===== config.mk =====
export PLATFORM = sky130hd
export DESIGN_NAME = mag_tape_xport
export DESIGN_NICKNAME = d
export VERILOG_FILES = /design/src/rtl/mag_tape_xport.sv
export SDC_FILE = /design/constraint.sdc
export NUM_CORES = 1
export LEC_CHECK = 0
export ABC_AREA = 1
export CAP_MARGIN = 10
export CORE_ASPECT_RATIO = 0.6
export CORE_MARGIN = 8
export CORE_UTILIZATION = 55
export CTS_BUF_LIST = sky130_fd_sc_hd__clkbuf_4 sky130_fd_sc_hd__clkbuf_8 sky130_fd_sc_hd__clkbuf_16
export DETAILED_ROUTE_END_ITERATION = 8
export GPL_TIMING_DRIVEN = 0
export PLACE_DENSITY = 0.85
export SETUP_SLACK_MARGIN = 0.2
export SLEW_MARGIN = 20
export SYNTH_ARGS = -nofsm -noshare
export SYNTH_HDL_FRONTEND = slang
export SYNTH_SLANG_ARGS = --single-unit

===== constraint.sdc =====
create_clock -name CLOCK -period 2.8 [get_ports CLOCK]
set_clock_uncertainty 0.15 [all_clocks]
set_input_delay 0.28 -clock CLOCK [delete_from_list [all_inputs] [get_ports CLOCK]]
set_output_delay 0.28 -clock CLOCK [all_outputs]
set_load 0.005 [all_outputs]

===== src/rtl/mag_tape_xport.sv =====
// mag_tape_xport -- magnetic tape transport emulator behind the G-15 tape control.
//   Sequences IDLE/START/RUN/STOP motion from the FWD/REV command levels, keeps
//   the tape position, and moves one 6-bit character per CHAR_PERIOD clocks
//   between the computer side and an external tape-image store.
//
// Build option:
//   MAG_TAPE_REWIND_EN  adds the REWIND input and a fast REW state that
//                       walks pos down one per clock to BOT, then stops.
//
// Ports:
//   CLOCK, rst                 clock, async active-high reset
//   MAG_TAPE_FWD/REV           motion command levels (both set = no command)
//   MAG6_OUT, WR_CHAR          write gate and write character
//   REWIND                     rewind request (MAG_TAPE_REWIND_EN only)
//   TAPE_ADDR                  store address = current position
//   TAPE_RD_REQ/WR_REQ         store requests, held until TAPE_ACK
//   TAPE_WDATA                 store write data
//   TAPE_RDATA, TAPE_ACK       store read data and one-cycle acknowledge
//   TAPE_CHAR, TAPE_CHAR_RDY   last read character and its update pulse
//   TAPE_BUSY                  not IDLE
//   TAPE_BOT/EOT               position at first/last character
//   TAPE_OVERRUN               sticky, store missed a character slot
module mag_tape_xport #(
  parameter int CHAR_PERIOD = 1000,
  parameter int START_DELAY = 5000,
  parameter int STOP_DELAY  = 5000,
  parameter int ADDR_W      = 16,
  parameter int TAPE_LEN    = 65536
) (
  input  logic              CLOCK,
  input  logic              rst,
  input  logic              MAG_TAPE_FWD,
  input  logic              MAG_TAPE_REV,
  input  logic              MAG6_OUT,
  input  logic [5:0]        WR_CHAR,
`ifdef MAG_TAPE_REWIND_EN
  input  logic              REWIND,
`endif
  output logic [ADDR_W-1:0] TAPE_ADDR,
  output logic              TAPE_RD_REQ,
  output logic              TAPE_WR_REQ,
  output logic [5:0]        TAPE_WDATA,
  input  logic [5:0]        TAPE_RDATA,
  input  logic              TAPE_ACK,
  output logic [5:0]        TAPE_CHAR,
  output logic              TAPE_CHAR_RDY,
  output logic              TAPE_BUSY,
  output logic              TAPE_BOT,
  output logic              TAPE_EOT,
  output logic              TAPE_OVERRUN
);

  localparam logic [2:0] S_IDLE  = 3'd0;
  localparam logic [2:0] S_START = 3'd1;
  localparam logic [2:0] S_RUN   = 3'd2;
  localparam logic [2:0] S_STOP  = 3'd3;
`ifdef MAG_TAPE_REWIND_EN
  localparam logic [2:0] S_REW   = 3'd4;
`endif

  localparam int SLOT_W  = $clog2(CHAR_PERIOD);
  localparam int DLY_MAX = (START_DELAY > STOP_DELAY) ? START_DELAY : STOP_DELAY;
  localparam int DLY_W   = (DLY_MAX > 1) ? $clog2(DLY_MAX) : 1;

  localparam logic [ADDR_W-1:0] EOT_POS   = ADDR_W'(TAPE_LEN - 1);
  localparam logic [SLOT_W-1:0] SLOT_LAST = SLOT_W'(CHAR_PERIOD - 1);
  localparam logic [DLY_W-1:0]  START_LST = DLY_W'(START_DELAY - 1);
  localparam logic [DLY_W-1:0]  STOP_LST  = DLY_W'(STOP_DELAY - 1);

  typedef struct packed {
    logic       rd;
    logic       wr;
    logic [5:0] wdata;
  } store_req_t;

  logic [2:0]        state;
  logic [ADDR_W-1:0] pos;
  logic              dir;          // 1 = reverse
  logic [SLOT_W-1:0] slot_cnt;
  logic [DLY_W-1:0]  dly_cnt;
  store_req_t        req;
  logic [5:0]        rchar;
  logic              char_rdy;
  logic              overrun;

  logic cmd_vld, cmd_same, at_bot, at_eot, run_limit, slot_end, req_pend, ack_ok, want_wr;

  assign cmd_vld   = MAG_TAPE_FWD ^ MAG_TAPE_REV;
  // Command still asserted with the direction latched at accept time.
  assign cmd_same  = cmd_vld && (MAG_TAPE_REV == dir);
  assign at_bot    = (pos == '0);
  assign at_eot    = (pos == EOT_POS);
  assign run_limit = dir ? at_bot : at_eot;
  assign slot_end  = (slot_cnt == SLOT_LAST);
  assign req_pend  = req.rd | req.wr;
  assign ack_ok    = TAPE_ACK & req_pend;
  // Reverse motion never writes, whatever the write gate says.
  assign want_wr   = !dir && MAG6_OUT;

  always_ff @(posedge CLOCK or posedge rst) begin
    if (rst) begin
      state    <= S_IDLE;
      pos      <= '0;
      dir      <= 1'b0;
      slot_cnt <= '0;
      dly_cnt  <= '0;
      req      <= '0;
      rchar    <= '0;
      char_rdy <= 1'b0;
      overrun  <= 1'b0;
    end else begin
      char_rdy <= 1'b0;

      if (ack_ok) begin
        req.rd <= 1'b0;
        req.wr <= 1'b0;
        if (req.rd) begin
          rchar    <= TAPE_RDATA;
          char_rdy <= 1'b1;
        end
      end

      case (state)
        S_IDLE: begin
`ifdef MAG_TAPE_REWIND_EN
          if (REWIND && !at_bot) begin
            state <= S_REW;
          end else
`endif
          if (cmd_vld && !(MAG_TAPE_REV ? at_bot : at_eot)) begin
            state   <= S_START;
            dir     <= MAG_TAPE_REV;
            dly_cnt <= '0;
          end
        end

        S_START: begin
          if (!cmd_same) begin
            state   <= S_STOP;
            dly_cnt <= '0;
          end else if (dly_cnt == START_LST) begin
            state     <= S_RUN;
            slot_cnt  <= '0;
            overrun   <= 1'b0;
            req.rd    <= !want_wr;
            req.wr    <= want_wr;
            req.wdata <= WR_CHAR;
          end else begin
            dly_cnt <= dly_cnt + DLY_W'(1);
          end
        end

        S_RUN: begin
          if (!slot_end) begin
            slot_cnt <= slot_cnt + SLOT_W'(1);
          end else begin
            // An ACK on this very cycle is still in time.
            if (req_pend && !TAPE_ACK) begin
              req.rd  <= 1'b0;
              req.wr  <= 1'b0;
              overrun <= 1'b1;
            end
            if (!run_limit)
              pos <= dir ? pos - ADDR_W'(1) : pos + ADDR_W'(1);
            if (run_limit || !cmd_same) begin
              state   <= S_STOP;
              dly_cnt <= '0;
            end else begin
              // Next slot's request overrides the clear above.
              slot_cnt  <= '0;
              req.rd    <= !want_wr;
              req.wr    <= want_wr;
              req.wdata <= WR_CHAR;
            end
          end
        end

        S_STOP: begin
          if (dly_cnt == STOP_LST) state <= S_IDLE;
          else                     dly_cnt <= dly_cnt + DLY_W'(1);
        end

`ifdef MAG_TAPE_REWIND_EN
        S_REW: begin
          if (at_bot) begin
            state   <= S_STOP;
            dly_cnt <= '0;
          end else begin
            pos <= pos - ADDR_W'(1);
          end
        end
`endif

        default: state <= S_IDLE;
      endcase
    end
  end

  assign TAPE_ADDR     = pos;
  assign TAPE_RD_REQ   = req.rd;
  assign TAPE_WR_REQ   = req.wr;
  assign TAPE_WDATA    = req.wdata;
  assign TAPE_CHAR     = rchar;
  assign TAPE_CHAR_RDY = char_rdy;
  assign TAPE_BUSY     = (state != S_IDLE);
  assign TAPE_BOT      = at_bot;
  assign TAPE_EOT      = at_eot;
  assign TAPE_OVERRUN  = overrun;

endmodule


Yosys cells after proc, flatten, opt, wreduce, memory -nomap -nowiden --
Cells that the tools add are included.
Word-level totals: output and inout bits 35, input bits 18, bits in registers 59, word-level logic and storage cells 94
Cells by class: muxes and demuxes 35, equal/unequal tests 17, add/subtract/negate cells 4, reduce and logical (&&, ||, !) cells 23, bitwise logic cells 4
Operator list (number):
- $mux W13 | 5
- $pmux W13 S4 | 1
- $mux W10 | 4
- $mux W8 | 4
- $pmux W10 S2 | 1
- $mux W3 | 6
- $add A16 B1 Y16 const B | 1
- $eq A16 B16 Y1 const B | 1
- $logic_not A16 Y1 | 1
- $mux W16 | 1
- $ne A2 B2 Y1 const B | 8
- $pmux W8 S2 | 1
- $sub A16 B1 Y16 const B | 1
- $reduce_and A5 Y1 | 3
- $add A13 B1 Y13 const B | 1
- $eq A13 B13 Y1 const B | 1
- $pmux W3 S4 | 1
- $add A10 B1 Y10 const B | 1
- $eq A10 B10 Y1 const B | 1
- $mux W1 | 8
- $reduce_and A4 Y1 | 2
- $eq A3 B2 Y1 const B | 2
- $ne A3 B3 Y1 const B | 2
- $logic_not A1 Y1 | 5
- other kinds (16) | 21

Longest topological paths before layout --
word-level depth 7, depth in mapped cells 13, depth with buffers taken out 12

Least setup slack after synthesis --
No wires, ideal clock.
path kind reg-to-reg, start point register dir, end point register pos[8] (netlist: TAPE_ADDR[8]), clock period less this slack 2264 ps, cell stages (with the launch flop) 13, required time 2529 ps, library setup time 121 ps, data arrival time 1993 ps, path buffers 1, setup slack 536 ps, cells stage by stage dfrtp_1 -> buf_4 -> inv_1 -> fa_1 -> inv_1 -> nand3_1 -> nand2_1 -> nand2_1 -> nand2_1 -> nand2_1 -> nand3_1 -> nand2_1 -> o22a_1
Between the ends: word-level cells in the longest chain between the ends 3, elaborated cells between the ends (all ways) 4, those cells by class mux (2); bitwise (1); reduce/logical (1)
Ends and longest elaborated chain:
- from (decl) | line 78 | logic dir;
- from (signal assigned) | line 104 | dir <= 1'b0;
- from (signal assigned) | line 132 | dir <= MAG_TAPE_REV;
- $mux W1 | line 93 | assign run_limit = dir ? at_bot : at_eot;
- $not A1 Y1 (no source line)
- $reduce_and A3 Y1 (no source line)
- to (signal assigned) | line 164 | pos <= dir ? pos - ADDR_W'(1) : pos + ADDR_W'(1);
- to (decl) | line 77 | logic [ADDR_W-1:0] pos;
Parallel ways exist; a longest one is shown, timed or not. A chain may end at the register's enable or synchronous reset.

Final worst setup path --
start point register dir, end point register pos[10] (netlist: TAPE_ADDR[10])
Same word-level chain as after synthesis.

==> flow_summary.ini <==
[worst_setup_path]
cp.required_ns = 2.92
end_kind = flip-flop
critPathLaunch = dir
crit_arrival_ns = 2.58
path_delay_family = compound AO/OA/AOI/OAI gates
crit_slowest_cell = a21oi_1
crit_type = reg -> reg
worstSetupPathDepth = 9
cpPeakStageDelay_ns = 0.45
reg2reg_slack_ns = 0.34
critical_path.max_fanout = 8
crit-reg2reg-launch = dir
crit_chain = buf_4 > ha_1 > a21oi_1 > o21bai_1 > a21oi_1 > nand2_1 > a21oi_1 > o21ai_1 > nand2_1
worst_path_most_repeated_cell = a21oi_1
reg2regPathDepth = 9
crit_buf_inv = 1
worstSetupStartpointType = flip-flop

[sta]
whs_ns = 0.0187
setup_viol = 0
drv_slew = 0
fin_ws_ns = 0.343
fmax_mhz = 407
timing.final.crit_period_ns = 2.46
slew_headroom_pct = 60.1
fin_crit_sh_pct = 87.8
worst_pin_slew_ns = 0.599
rsz0062_at_grt = no
hold_viol = 0

[route]
drtIter0Drc = 355
wirelength_um = 12700
avgRoutedWirePerCell_um = 15.8
first_pass_iters = 5
drc = 0
antenna_left = 0
num_vias = 4473
viasPerCell = 5.54

[place]
port_buffers = 52
place_ws_ns = -0.000939
dp_cells = 789
dpl_cell_area_um2 = 5100
dp_hpwl_um = 9630
globalplace.congestion = 0.937

[layout]
nets = 734
area_growth_pct = 23.3
utilization_pct = 69.5
nFillCells = 641
drive_above_1_share_pct = 10.6
diodes = 0
fin_cells = 807
final_area_um2 = 5440

[grt]
grtUsageTotal_pct = 22.9
grt_pass1_vias = 4262
antenna_found_initial = 0
grt_start_max_net_pins = 57
gr-total-overflow = 0
grt_pass1_wl_um = 20900

[clocking]
insertion_delay_ns = 0.33
cts_root_buf = clkbuf_16
clk_pin_slew_ns = 0.05
h-tree-depth = 3
tritoncts = yes
numCtsBuffers = 9
clockBufferDepth = 2
cts.sinks = 58

[floorplan]
core-area_um2 = 7820
fp.dieW_um = 132
io_pins = 53
fp.dieArea_um2 = 11200
initial_utilization_pct = 56.4
placementRows = 25
die_h_um = 85.4

[logic_synthesis]
synthArstFlopShare_pct = 100
yosysMostFrequentCell = nand2_1
yosys_warnings = 0
syn_nets = 668
yosysTopAreaCell = dfrtp_1
yosys.area.top_type_share_pct = 32.9
synthTopCellsByCount = 216 x nand2_1, 58 x dfrtp_1, 58 x inv_1
synth_edf_count = 0
synth_seq_cells = 58
yosysUniqueCellTypes = 45
syn_avg_cell_area_um2 = 7.02
synth_top_cells_by_area = dfrtp_1 33%, nand2_1 18%, ha_1 6.0%
syn_area_um2 = 4410
ys.flop_type = dfrtp_1
netlist_instances = 628
yosysSeqAreaShare_pct = 32.9

[power_and_ir_drop]
worst_ir_drop_vdd_mv = 0.277
powerDensity_nw_per_um2 = 387
leakage_uw = 0.00272

[flow_run]
max-cap-violations = 0

[outcome]
outcome = complete, no violations

[min_path]
min_path_type = in -> async
## flip-flops by register name (all words and copies together) (netlist names)
| register | flops |
|---|---|
| TAPE_RD_REQ | 1 |
| state | 2 |
| dly_cnt | 13 |
| slot_cnt | 10 |
| TAPE_WDATA | 6 |
| TAPE_OVERRUN | 1 |
| dir | 1 |
| TAPE_CHAR_RDY | 1 |
| TAPE_WR_REQ | 1 |
| TAPE_ADDR | 16 |
| TAPE_CHAR | 6 |
## path summary, 6_finish.rpt
kind,endpoint
min,TAPE_ADDR[4]
min in group CLOCK,TAPE_CHAR[2]
max in group asynchronous,TAPE_CHAR[1]
min reg2reg,TAPE_CHAR[2]
max,TAPE_ADDR[10]
max reg2reg,TAPE_ADDR[10]
## layer usage
layer / GRT usage [%] / up-vias / routed length, µm
li1: - / 2181 / -
met1: 31.6 / 2090 / 5910
met2: 34.2 / 189 / 5530
met3: 7.08 / 13 / 1230
met4: 5.18 / 0 / 78
met5: 0 / - / 0
## per-stage QoR
| stage | TNS, ns | power [µW] |
|---|---|---|
| 2_1_floorplan | 0 | 878 |
| 3_3_place_gp | -9.00 | 911 |
| 3_5_place_dp | -0.000939 | 917 |
| 4_1_cts | 0 | 2120 |
| 5_1_grt | 0 | 2170 |
| 6_report | 0 | 2100 |
## cell families (layout without fill, tap and decap cells)
family,after synthesis,in the layout,synth area share [%]
multiplexers,3,3,0.681
AND/OR/NAND/NOR,367,367,37.6
AO/OA/AOI/OAI,86,86,11.8
adder cells (fa/ha/maj),22,22,6.41
flip-flops,58,58,32.9
buffers and inverters,75,146,7.26
XOR/XNOR,17,17,3.38
## timing repair
action,in CTS,in global routing
gates resized for setup,1,0
endpoints found under the setup margin,2,0
setup buffers,2,0
hold endpoints to repair,0,0
hold buffers,0,0
## placed cells by master (no fill, tap or decap), drive strengths merged, types with 2 or more instances in the layout
cell type / netlist / routed
nand2: 228 / 228
inv: 60 / 60
dfrtp: 58 / 58
nor2: 56 / 56
clkdlybuf4s50: 0 / 52
nand3: 52 / 52
o21ai: 48 / 48
a21oi: 26 / 26
ha: 21 / 21
nand4: 18 / 18
clkbuf: 4 / 15
xor2: 12 / 12
buf: 8 / 11
nor3: 7 / 7
xnor2: 5 / 5
clkinv: 3 / 5
mux2i: 3 / 3
nand3b: 3 / 3
o21bai: 3 / 3
a21o: 2 / 2
or2: 2 / 2
a31oi: 2 / 2
bufinv: 0 / 2
## final cells by class
cell class / instances / area [µm²] / share of cell area, %
tap: 108 / 135 / 2.49
buffer: 12 / 83.8 / 1.54
multi-input combinational: 495 / 2640 / 48.5
timing repair buffer: 55 / 563 / 10.4
sequential: 58 / 1450 / 26.7
clock inverter: 5 / 77.6 / 1.43
inverter: 63 / 239 / 4.40
clock buffer: 11 / 246 / 4.53
## where the power goes
part	internal [µW]	switching (µW)	total, µW
logic	29.6	33.8	63.4
registers	839	0.0000000000000148	839
clock network	809	391	1200
Note: power is estimated with default switching activity, not from simulation.
